$ cat src/rtl/noc_pkg.sv
// Shared constants and state encoding for the output-port arbiter.
//   NPORT       : number of input-port requesters sharing one output port
//   IDXW        : width of the winner index (2**IDXW >= NPORT)
//   arb_state_e : arbiter FSM states
package noc_pkg;

    localparam int NPORT = 10;
    localparam int IDXW  = 4;

    typedef enum logic [1:0] {
        IDLE   = 2'd0,
        REQ_CH = 2'd1,
        XFER   = 2'd2,
        HOLD   = 2'd3
    } arb_state_e;

endpackage

$ cat src/rtl/outport_arbiter_if.sv
// Handshake bundle between the input ports / downstream channel and the
// output-port arbiter.
//   req, tail       : per-port valid flit and tail/single-flit marker
//   full1, full2    : downstream VC0 / VC1 buffer full
//   gntDnStr        : downstream grants ownership of the bidirectional channel
//   reqDnStr        : arbiter requests ownership of the channel
//   gnt, sel        : one-hot grant and winner index (drives PacketOut mux)
//   vc_sel          : VC latched for the current packet
//   flit_vld        : a flit transfers this cycle
// modport slave is the arbiter side, modport master is the environment side.
interface outport_arbiter_if #(
    parameter int NPORT = noc_pkg::NPORT,
    parameter int IDXW  = noc_pkg::IDXW
) ();
    import noc_pkg::*;

    logic [NPORT-1:0] req;
    logic [NPORT-1:0] tail;
    logic             full1;
    logic             full2;
    logic             gntDnStr;
    logic             reqDnStr;
    logic [NPORT-1:0] gnt;
    logic [IDXW-1:0]  sel;
    logic             vc_sel;
    logic             flit_vld;

    modport slave (
        input  req, tail, full1, full2, gntDnStr,
        output reqDnStr, gnt, sel, vc_sel, flit_vld
    );

    modport master (
        output req, tail, full1, full2, gntDnStr,
        input  reqDnStr, gnt, sel, vc_sel, flit_vld
    );

endinterface

$ cat src/rtl/outport_arbiter_rr_pick.sv
// Combinational round-robin pick: first requesting port found searching
// upward from ptr, wrapping after NPORT-1.
//   req     : request vector
//   ptr     : highest-priority port this round (must be < NPORT)
//   win_oh  : one-hot winner (zero when no request)
//   win_idx : winner index
//   win_any : at least one request present
module rr_pick #(
    parameter int NPORT = noc_pkg::NPORT,
    parameter int IDXW  = noc_pkg::IDXW
) (
    input  logic [NPORT-1:0] req,
    input  logic [IDXW-1:0]  ptr,
    output logic [NPORT-1:0] win_oh,
    output logic [IDXW-1:0]  win_idx,
    output logic             win_any
);
    import noc_pkg::*;

    int              j;
    logic [IDXW-1:0] idx;

    always_comb begin
        win_oh  = '0;
        win_idx = '0;
        win_any = 1'b0;
        j       = 0;
        idx     = '0;
        for (int k = 0; k < NPORT; k++) begin
            j = int'(ptr) + k;
            if (j >= NPORT) begin
                j = j - NPORT;
            end
            idx = IDXW'(j);
            if (!win_any && req[idx]) begin
                win_any     = 1'b1;
                win_oh[idx] = 1'b1;
                win_idx     = idx;
            end
        end
    end

endmodule

$ cat src/rtl/outport_arbiter.sv
// Output-port arbiter: acquires the bidirectional downstream channel, picks
// one input port round-robin, and holds that grant until the packet's tail
// flit transfers. Flit data does not pass through here; sel steers the mux.
//   clk  : clock, rising edge
//   rst  : asynchronous active-low reset
//   bus  : handshake bundle (slave side)
//
// state  | meaning
// -------+---------------------------------------------------------------
// IDLE   | no requests, channel not requested
// REQ_CH | requesting channel; arbitrate once channel granted and a VC free
// XFER   | packet in flight on latched port/VC
// HOLD   | channel taken away mid-packet; grant kept, no transfer
module outport_arbiter #(
    parameter int NPORT = noc_pkg::NPORT,
    parameter int IDXW  = noc_pkg::IDXW
) (
    input  logic                clk,
    input  logic                rst,
    outport_arbiter_if.slave    bus
);
    import noc_pkg::*;

    localparam logic [1:0] ST_IDLE   = IDLE;
    localparam logic [1:0] ST_REQ_CH = REQ_CH;
    localparam logic [1:0] ST_XFER   = XFER;
    localparam logic [1:0] ST_HOLD   = HOLD;

    logic [1:0]       state_q, state_d;
    logic [IDXW-1:0]  ptr_q, sel_q;
    logic [NPORT-1:0] gnt_q;
    logic             vc_q;

    logic [NPORT-1:0] pick_oh;
    logic [IDXW-1:0]  pick_idx;
    logic             pick_any;

    logic             vc_full, flit_vld, tail_xfer, others_req, can_grant;
    logic [IDXW-1:0]  ptr_next;

    rr_pick #(.NPORT(NPORT), .IDXW(IDXW)) u_rr_pick (
        .req     (bus.req),
        .ptr     (ptr_q),
        .win_oh  (pick_oh),
        .win_idx (pick_idx),
        .win_any (pick_any)
    );

    // The VC is fixed for the whole packet, so only its own full flag gates.
    assign vc_full    = vc_q ? bus.full2 : bus.full1;
    assign flit_vld   = (state_q == ST_XFER) && bus.req[sel_q] && bus.gntDnStr && !vc_full;
    assign tail_xfer  = flit_vld && bus.tail[sel_q];
    assign others_req = |(bus.req & ~gnt_q);
    assign can_grant  = bus.gntDnStr && (!bus.full1 || !bus.full2) && pick_any;
    assign ptr_next   = (sel_q == IDXW'(NPORT - 1)) ? '0 : sel_q + 1'b1;

    always_comb begin
        state_d = state_q;
        case (state_q)
            ST_IDLE: begin
                if (|bus.req) state_d = ST_REQ_CH;
            end
            ST_REQ_CH: begin
                if (~|bus.req)     state_d = ST_IDLE;
                else if (can_grant) state_d = ST_XFER;
            end
            ST_XFER: begin
                if (tail_xfer)          state_d = others_req ? ST_REQ_CH : ST_IDLE;
                else if (!bus.gntDnStr) state_d = ST_HOLD;
            end
            ST_HOLD: begin
                if (bus.gntDnStr) state_d = ST_XFER;
            end
            default: state_d = ST_IDLE;
        endcase
    end

    always_ff @(posedge clk or negedge rst) begin
        if (!rst) begin
            state_q <= ST_IDLE;
            ptr_q   <= '0;
            sel_q   <= '0;
            gnt_q   <= '0;
            vc_q    <= 1'b0;
        end else begin
            state_q <= state_d;
            if (state_q == ST_REQ_CH && state_d == ST_XFER) begin
                gnt_q <= pick_oh;
                sel_q <= pick_idx;
                vc_q  <= bus.full1;     // VC0 preferred, VC1 only if VC0 full
            end
            if (tail_xfer) begin
                gnt_q <= '0;
                ptr_q <= ptr_next;
            end
        end
    end

    assign bus.reqDnStr = (state_q != ST_IDLE);
    assign bus.gnt      = gnt_q;
    assign bus.sel      = sel_q;
    assign bus.vc_sel   = vc_q;
    assign bus.flit_vld = flit_vld;

endmodule

$ cat src/flat_wrapper.sv
// flat-port wrapper written by rule: the top's interface ports become plain ports
module outport_arbiter_flat import noc_pkg::*;
#(
    parameter int NPORT = noc_pkg::NPORT,
    parameter int IDXW  = noc_pkg::IDXW
)
  (clk, rst, bus_req, bus_tail, bus_full1, bus_full2, bus_gntDnStr, bus_reqDnStr, bus_gnt, bus_sel, bus_vc_sel, bus_flit_vld);
  outport_arbiter_if #(.NPORT(NPORT), .IDXW(IDXW)) bus_i ();
  input  logic clk;
  input  logic rst;
  input wire logic [$bits(bus_i.req)-1:0] bus_req;
  input wire logic [$bits(bus_i.tail)-1:0] bus_tail;
  input wire logic [$bits(bus_i.full1)-1:0] bus_full1;
  input wire logic [$bits(bus_i.full2)-1:0] bus_full2;
  input wire logic [$bits(bus_i.gntDnStr)-1:0] bus_gntDnStr;
  output wire logic [$bits(bus_i.reqDnStr)-1:0] bus_reqDnStr;
  output wire logic [$bits(bus_i.gnt)-1:0] bus_gnt;
  output wire logic [$bits(bus_i.sel)-1:0] bus_sel;
  output wire logic [$bits(bus_i.vc_sel)-1:0] bus_vc_sel;
  output wire logic [$bits(bus_i.flit_vld)-1:0] bus_flit_vld;
  assign bus_i.req = bus_req;
  assign bus_i.tail = bus_tail;
  assign bus_i.full1 = bus_full1;
  assign bus_i.full2 = bus_full2;
  assign bus_i.gntDnStr = bus_gntDnStr;
  assign bus_reqDnStr = bus_i.reqDnStr;
  assign bus_gnt = bus_i.gnt;
  assign bus_sel = bus_i.sel;
  assign bus_vc_sel = bus_i.vc_sel;
  assign bus_flit_vld = bus_i.flit_vld;
  outport_arbiter #(.NPORT(NPORT), .IDXW(IDXW)) u_core (.clk(clk), .rst(rst), .bus(bus_i));
endmodule
$ cat config.mk
export PLATFORM = sky130hd
export DESIGN_NAME = outport_arbiter_flat
export DESIGN_NICKNAME = d
export VERILOG_FILES = /design/src/rtl/noc_pkg.sv /design/src/rtl/outport_arbiter_if.sv /design/src/rtl/outport_arbiter_rr_pick.sv /design/src/rtl/outport_arbiter.sv /design/src/flat_wrapper.sv
export SDC_FILE = /design/constraint.sdc
export NUM_CORES = 1
export LEC_CHECK = 0
export BUFFER_PORTS_ARGS = -buffer_cell sky130_fd_sc_hd__buf_2
export CAP_MARGIN = 0
export CORE_UTILIZATION = 40
export CTS_CLUSTER_DIAMETER = 40
export DETAILED_ROUTE_END_ITERATION = 8
export PLACE_DENSITY = 0.54
export SETUP_SLACK_MARGIN = 0.15
export SLEW_MARGIN = 20
export SYNTH_ARGS = -nofsm -noshare
export SYNTH_HDL_FRONTEND = slang
export SYNTH_SLANG_ARGS = --single-unit
export TNS_END_PERCENT = 1
$ cat constraint.sdc
create_clock -name clk -period 15.1 [get_ports clk]
set_clock_uncertainty 0.15 [all_clocks]
set_input_delay 0.755 -clock clk [delete_from_list [all_inputs] [get_ports clk]]
set_output_delay 0.755 -clock clk [all_outputs]
set_load 0.05 [all_outputs]
# Word-level counts from Yosys, hierarchy flattened
# Cells that the tools add are included.
# classes
mux	96
eq_ne	5
magnitude_cmp	31
bitwise_logic	11
addsub	20
n_reduce_logical	44
# op_table
op	count
two-way mux 10 bit	12
bitwise OR 10 bit	9
two-way mux 4 bit	21
< comparator 4 x 5 -> 1 bit (second input constant)	11
binary-select mux 1 bit (select 4 bit)	12
>= comparator 5 x 4 -> 1 bit (second input constant)	9
demux 1 bit (select 4 bit)	10
>= comparator 4 x 1 -> 1 bit (second input constant)	10
subtractor 4 bit (second input constant)	10
two-way mux 1 bit	34
logical AND 1 bit	26
adder 4 x 3 -> 5 bit (second input constant)	4
OR reduction 10 bit	2
logical NOT 1 bit	12
two-way mux 2 bit	6
adder 4 x 2 -> 5 bit (second input constant)	2
adder 4 x 4 -> 5 bit (second input constant)	2
bitwise AND 10 bit	1
inverter 10 bit	1
case mux 2 bit (4 select lines)	1
== test 2 bit (second input constant)	3
adder 4 x 1 -> 5 bit (second input constant)	1
adder 4 x 1 -> 4 bit (second input constant)	1
== test 4 bit (second input constant)	1
other kinds (5)	6
# word_totals
in_bits	25
reg_bits	21
wordCells	212
out_inout_bits	17

# Logic depth before layout (Yosys ltp)
# depth
depth_word	40
ltp_mapped	22
depth_no_buf	16

# Modules after synthesis
# Synthesis repeated with hierarchy kept, for this count alone.
# hier_totals
hier_cells	631
area_unflattened_um2	4825.9
# modules_own_cells
mod	instances	area_per_inst_um2	cells_each
rr_pick	1	3479.6	511
outport_arbiter	1	1346.3	120

# Least setup slack after synthesis
# No wires, ideal clock.
# synth_path
kind	flip-flop to flip-flop
startpoint	reg u_core.ptr_q[0]
endpoint	reg u_core.gnt_q[2], in the netlist u_core.bus.gnt[2]
t_arrival_ns	4.692
path_stages_with_launch	22
required_ns	14.821
setup_ns	0.129
setup_slack_ns	10.130
cell_sequence	dfrtp_1 buf_6 buf_6 inv_2 clkbuf_1 buf_2 ha_1 and2b_1 or2_4 ha_1 clkbuf_1 a31oi_1 a32oi_2 mux2i_1 o22ai_4 nor4b_4 a41oi_1 and2_1 buf_4 buf_6 a21oi_1 a21oi_1
# synth_via
elab_chain_len	39
word_cells_on_any_way	165
cone_classes	19 x add/sub; 30 x order compare; 1 x eq/ne; 75 x mux; 9 x bitwise; 31 x reduce/logical
# synth_rtl
element	line_no	text
start, declared	outport_arbiter.sv:30	logic [IDXW-1:0] ptr_q, sel_q;
start signal, assigned	outport_arbiter.sv:94	ptr_q <= ptr_next;
parallel branches: the longest is 39 deep, another holds adder 4 x 1 -> 5 bit	--	
end signal, assigned	outport_arbiter.sv:88	gnt_q <= pick_oh;
end, declared	outport_arbiter.sv:31	logic [NPORT-1:0] gnt_q;
# Several ways; the timed one is not identified. The select of a mux whose other input is x is not followed.
# A chain may end at the register's enable or synchronous reset.

# Worst setup path after layout
# layout_path
startpoint	reg u_core.ptr_q[0]
endpoint	reg u_core.gnt_q[4], in the netlist u_core.bus.gnt[4]
# Same word-level chain as after synthesis.

==> results_dict.tcl <==
set metrics [dict create \
    cp_cell_sequence "buf_4 -> inv_2 -> ha_1 -> clkinv_1 -> ha_1 -> inv_1 -> o21ai_1 -> o221ai_2 -> nor3b_2 -> a31oi_4 -> nor2_1 -> buf_4 -> a41oi_1 -> and2_1 -> o221ai_2 -> o31a_1" \
    layout-drive-gt1-share_pct 16.7 \
    synth_compound_area_share_pct 33.8 \
    synth_xor_xnor_area_share_pct 2.28 \
    dieWidth_um 118 \
    first_pass_iters 7 \
    reg2reg_depth 16 \
    first_iter_violations 655 \
    area_growth_pct 5.80 \
    async_flop_share_pct 100 \
    drc 0 \
    numPortBuffers 41 \
    period_needed_ps 5970 \
    synth.area.top_cells "dfrtp_1 (9.8%), mux2i_1 (5.8%), ha_1 (5.1%)" \
    setup_viol 0 \
    grt_pass1_vias 5766 \
    holdBufCountCts 0 \
    cts_resized 0 \
    cts-htree-levels 1 \
    viasPerCell 6.91 \
    synth_most_common_cell "nand2_1" \
    dr_total_vias 6180 \
    drtAntennaViolNets 0 \
    avgSynthCellArea_um2 7.52 \
    gp_congestion 1.10 \
    cp_num_cells 16 \
    cts_buffers 3 \
    routed_wl_um 22800 \
    slowest_stage "ha_1" \
    status "complete, no violations" \
    hold_class "in2async" \
    drv_cap 0 \
    crit_type "reg2reg" \
    yosys.area.top_type "dfrtp_1" \
    synth_fp_nets 762 \
    cts.clk_slew.worst_paths_ps 70 \
    fin_crit_sh_pct 39.5 \
    crit_buf_inv 5 \
    slew_violations 0 \
    synth.distinct_cells 105 \
    cp_data_arrival_time_ps 5980 \
    track_usage_pct 32.1 \
    antenna_found_initial 1 \
    io_pins 42 \
    cp-end-kind "register" \
    synth_top_area_share_pct 9.78 \
    ys.warnings.count 0 \
    synthMuxAreaShare_pct 11.7 \
    diodes 0 \
    grt_pass1_wl_um 34400 \
    start_util_pct 41.7 \
    fillers 1340 \
    synth_top_family_by_area "compound AO/OA/AOI/OAI gates" \
    slowest_delay_ps 740 \
    die_h_um 118 \
    wire_per_inst_um 25.5 \
    synth-adder-area-share_pct 5.50 \
    synthTopCellsByCount "nand2_1 (54), a21oi_1 (53), nor2_1 (47), mux2i_1 (31), o21ai_0 (31)" \
    maxSlewHeadroom_pct 25.5 \
    synth.cell_area_um2 5370 \
    core_area_um2 12900 \
    ys_seq_area_share_pct 9.78 \
    synth_ff_type "dfrtp_1" \
    synth_edf_count 0 \
    clock-sinks 21 \
    fp.dieArea_um2 13900 \
    hpwl_um 17600 \
    hold_viol 0 \
    clock.fmax_ghz 0.167 \
    crit_family "compound AO/OA/AOI/OAI gates" \
    tns_ps 0 \
    worstPathMaxFanout 33 \
    tightest_slew_ps 1090 \
    grt_max_degree 41 \
    ys_seq_elements 21 \
    fp-row-count 41 \
    rsz0062_at_grt "no" \
    cts-root-buf "clkbuf_16" \
    post_cts.repair.setup_buffers 0 \
    required_ps 15110 \
    start_kind "register" \
    synth-simple-area-share_pct 30.1 \
    clk_path_buf_depth 2 \
    cts_tree "yes" \
    clock_latency_ps 270 \
    netlist_instances 714 \
    grt_overflow_total 0 \
    nets 772 \
]
-- worst paths after layout --
path	from	endpoint	slack [ps]
max in group asynchronous	rst	u_core.ptr_q[0]	14110
worst max-delay path	u_core.ptr_q[0]	u_core.bus.gnt[4]	9130
worst min register to register	u_core.bus.vc_sel	u_core.bus.vc_sel	390
min in group clk	u_core.bus.vc_sel	u_core.bus.vc_sel	390
worst max register to register	u_core.ptr_q[0]	u_core.bus.gnt[4]	9130
worst min-delay path	rst	u_core.bus.gnt[2]	300
-- through the flow --
stage          hold WS [ps]  cell area [um^2]  util (%)  worst slack (ps)  std cells
2_1_floorplan           309              5370         -             10130        714
3_3_place_gp            354              5600      43.5              9510        891
3_5_place_dp            370              5600      43.5              9280        891
4_1_cts                 322              5680      44.1              9260        895
5_1_grt                 355              5680      44.1              8690        895
6_report                301              5680      44.1              9130        895
-- cells by family after synthesis --
| group | after synthesis |
|---|---|
| adder cells (fa/ha/maj) | 23 |
| AND/OR/NAND/NOR | 286 |
| XOR/XNOR | 11 |
| flip-flops | 21 |
| AO/OA/AOI/OAI | 246 |
| multiplexers | 52 |
| buffers and inverters | 75 |
-- registers in the layout, indices dropped and copies added (netlist names) --
signal	count
u_core.bus.sel	4
u_core.bus.vc_sel	1
u_core.ptr_q	4
u_core.bus.gnt	10
u_core.state_q	2
-- placed cells by master, fill, tap and decap left out, types with 20 or more instances in the layout --
cell type  count
a21oi_1       53
buf_2         41
dfrtp_1       20
ha_1          22
inv_1         25
mux2i_1       31
nand2_1       54
nand3_1       28
nand4_1       20
nor2_1        47
nor3_1        20
o21ai_0       31
-- worst register-to-register path, delay by kind of cell (launching register included) --
kind,cells,cell delay (ps)
and+or+nand+nor,3,800
AOI/OAI and AO/OA,6,1850
buffers and inverters,5,1540
DFF,1,340
adders and majority gates,2,1190
-- metal layers --
layer	vias up	track usage, %	share of wire (%)
met5	-	0	0
met4	0	12.0	3.7
met1	3033	43.2	43
met3	52	6.64	8.0
met2	300	50.1	45
li1	2795	-	-
-- final cells by class --
cell class,count,area [um^2],share of cell area [%]
well taps,172,215,3.79
flip-flops and latches,21,527,9.27
multi-input cells,618,4480,78.8
repair buffers,49,265,4.67
clock inverters,1,5.00,0.0881
inverters,31,116,2.05
clock buffers,3,75.1,1.32
Power is not shown: default switching activity piles up to over one toggle a cycle in this logic, so the estimate is an artifact.
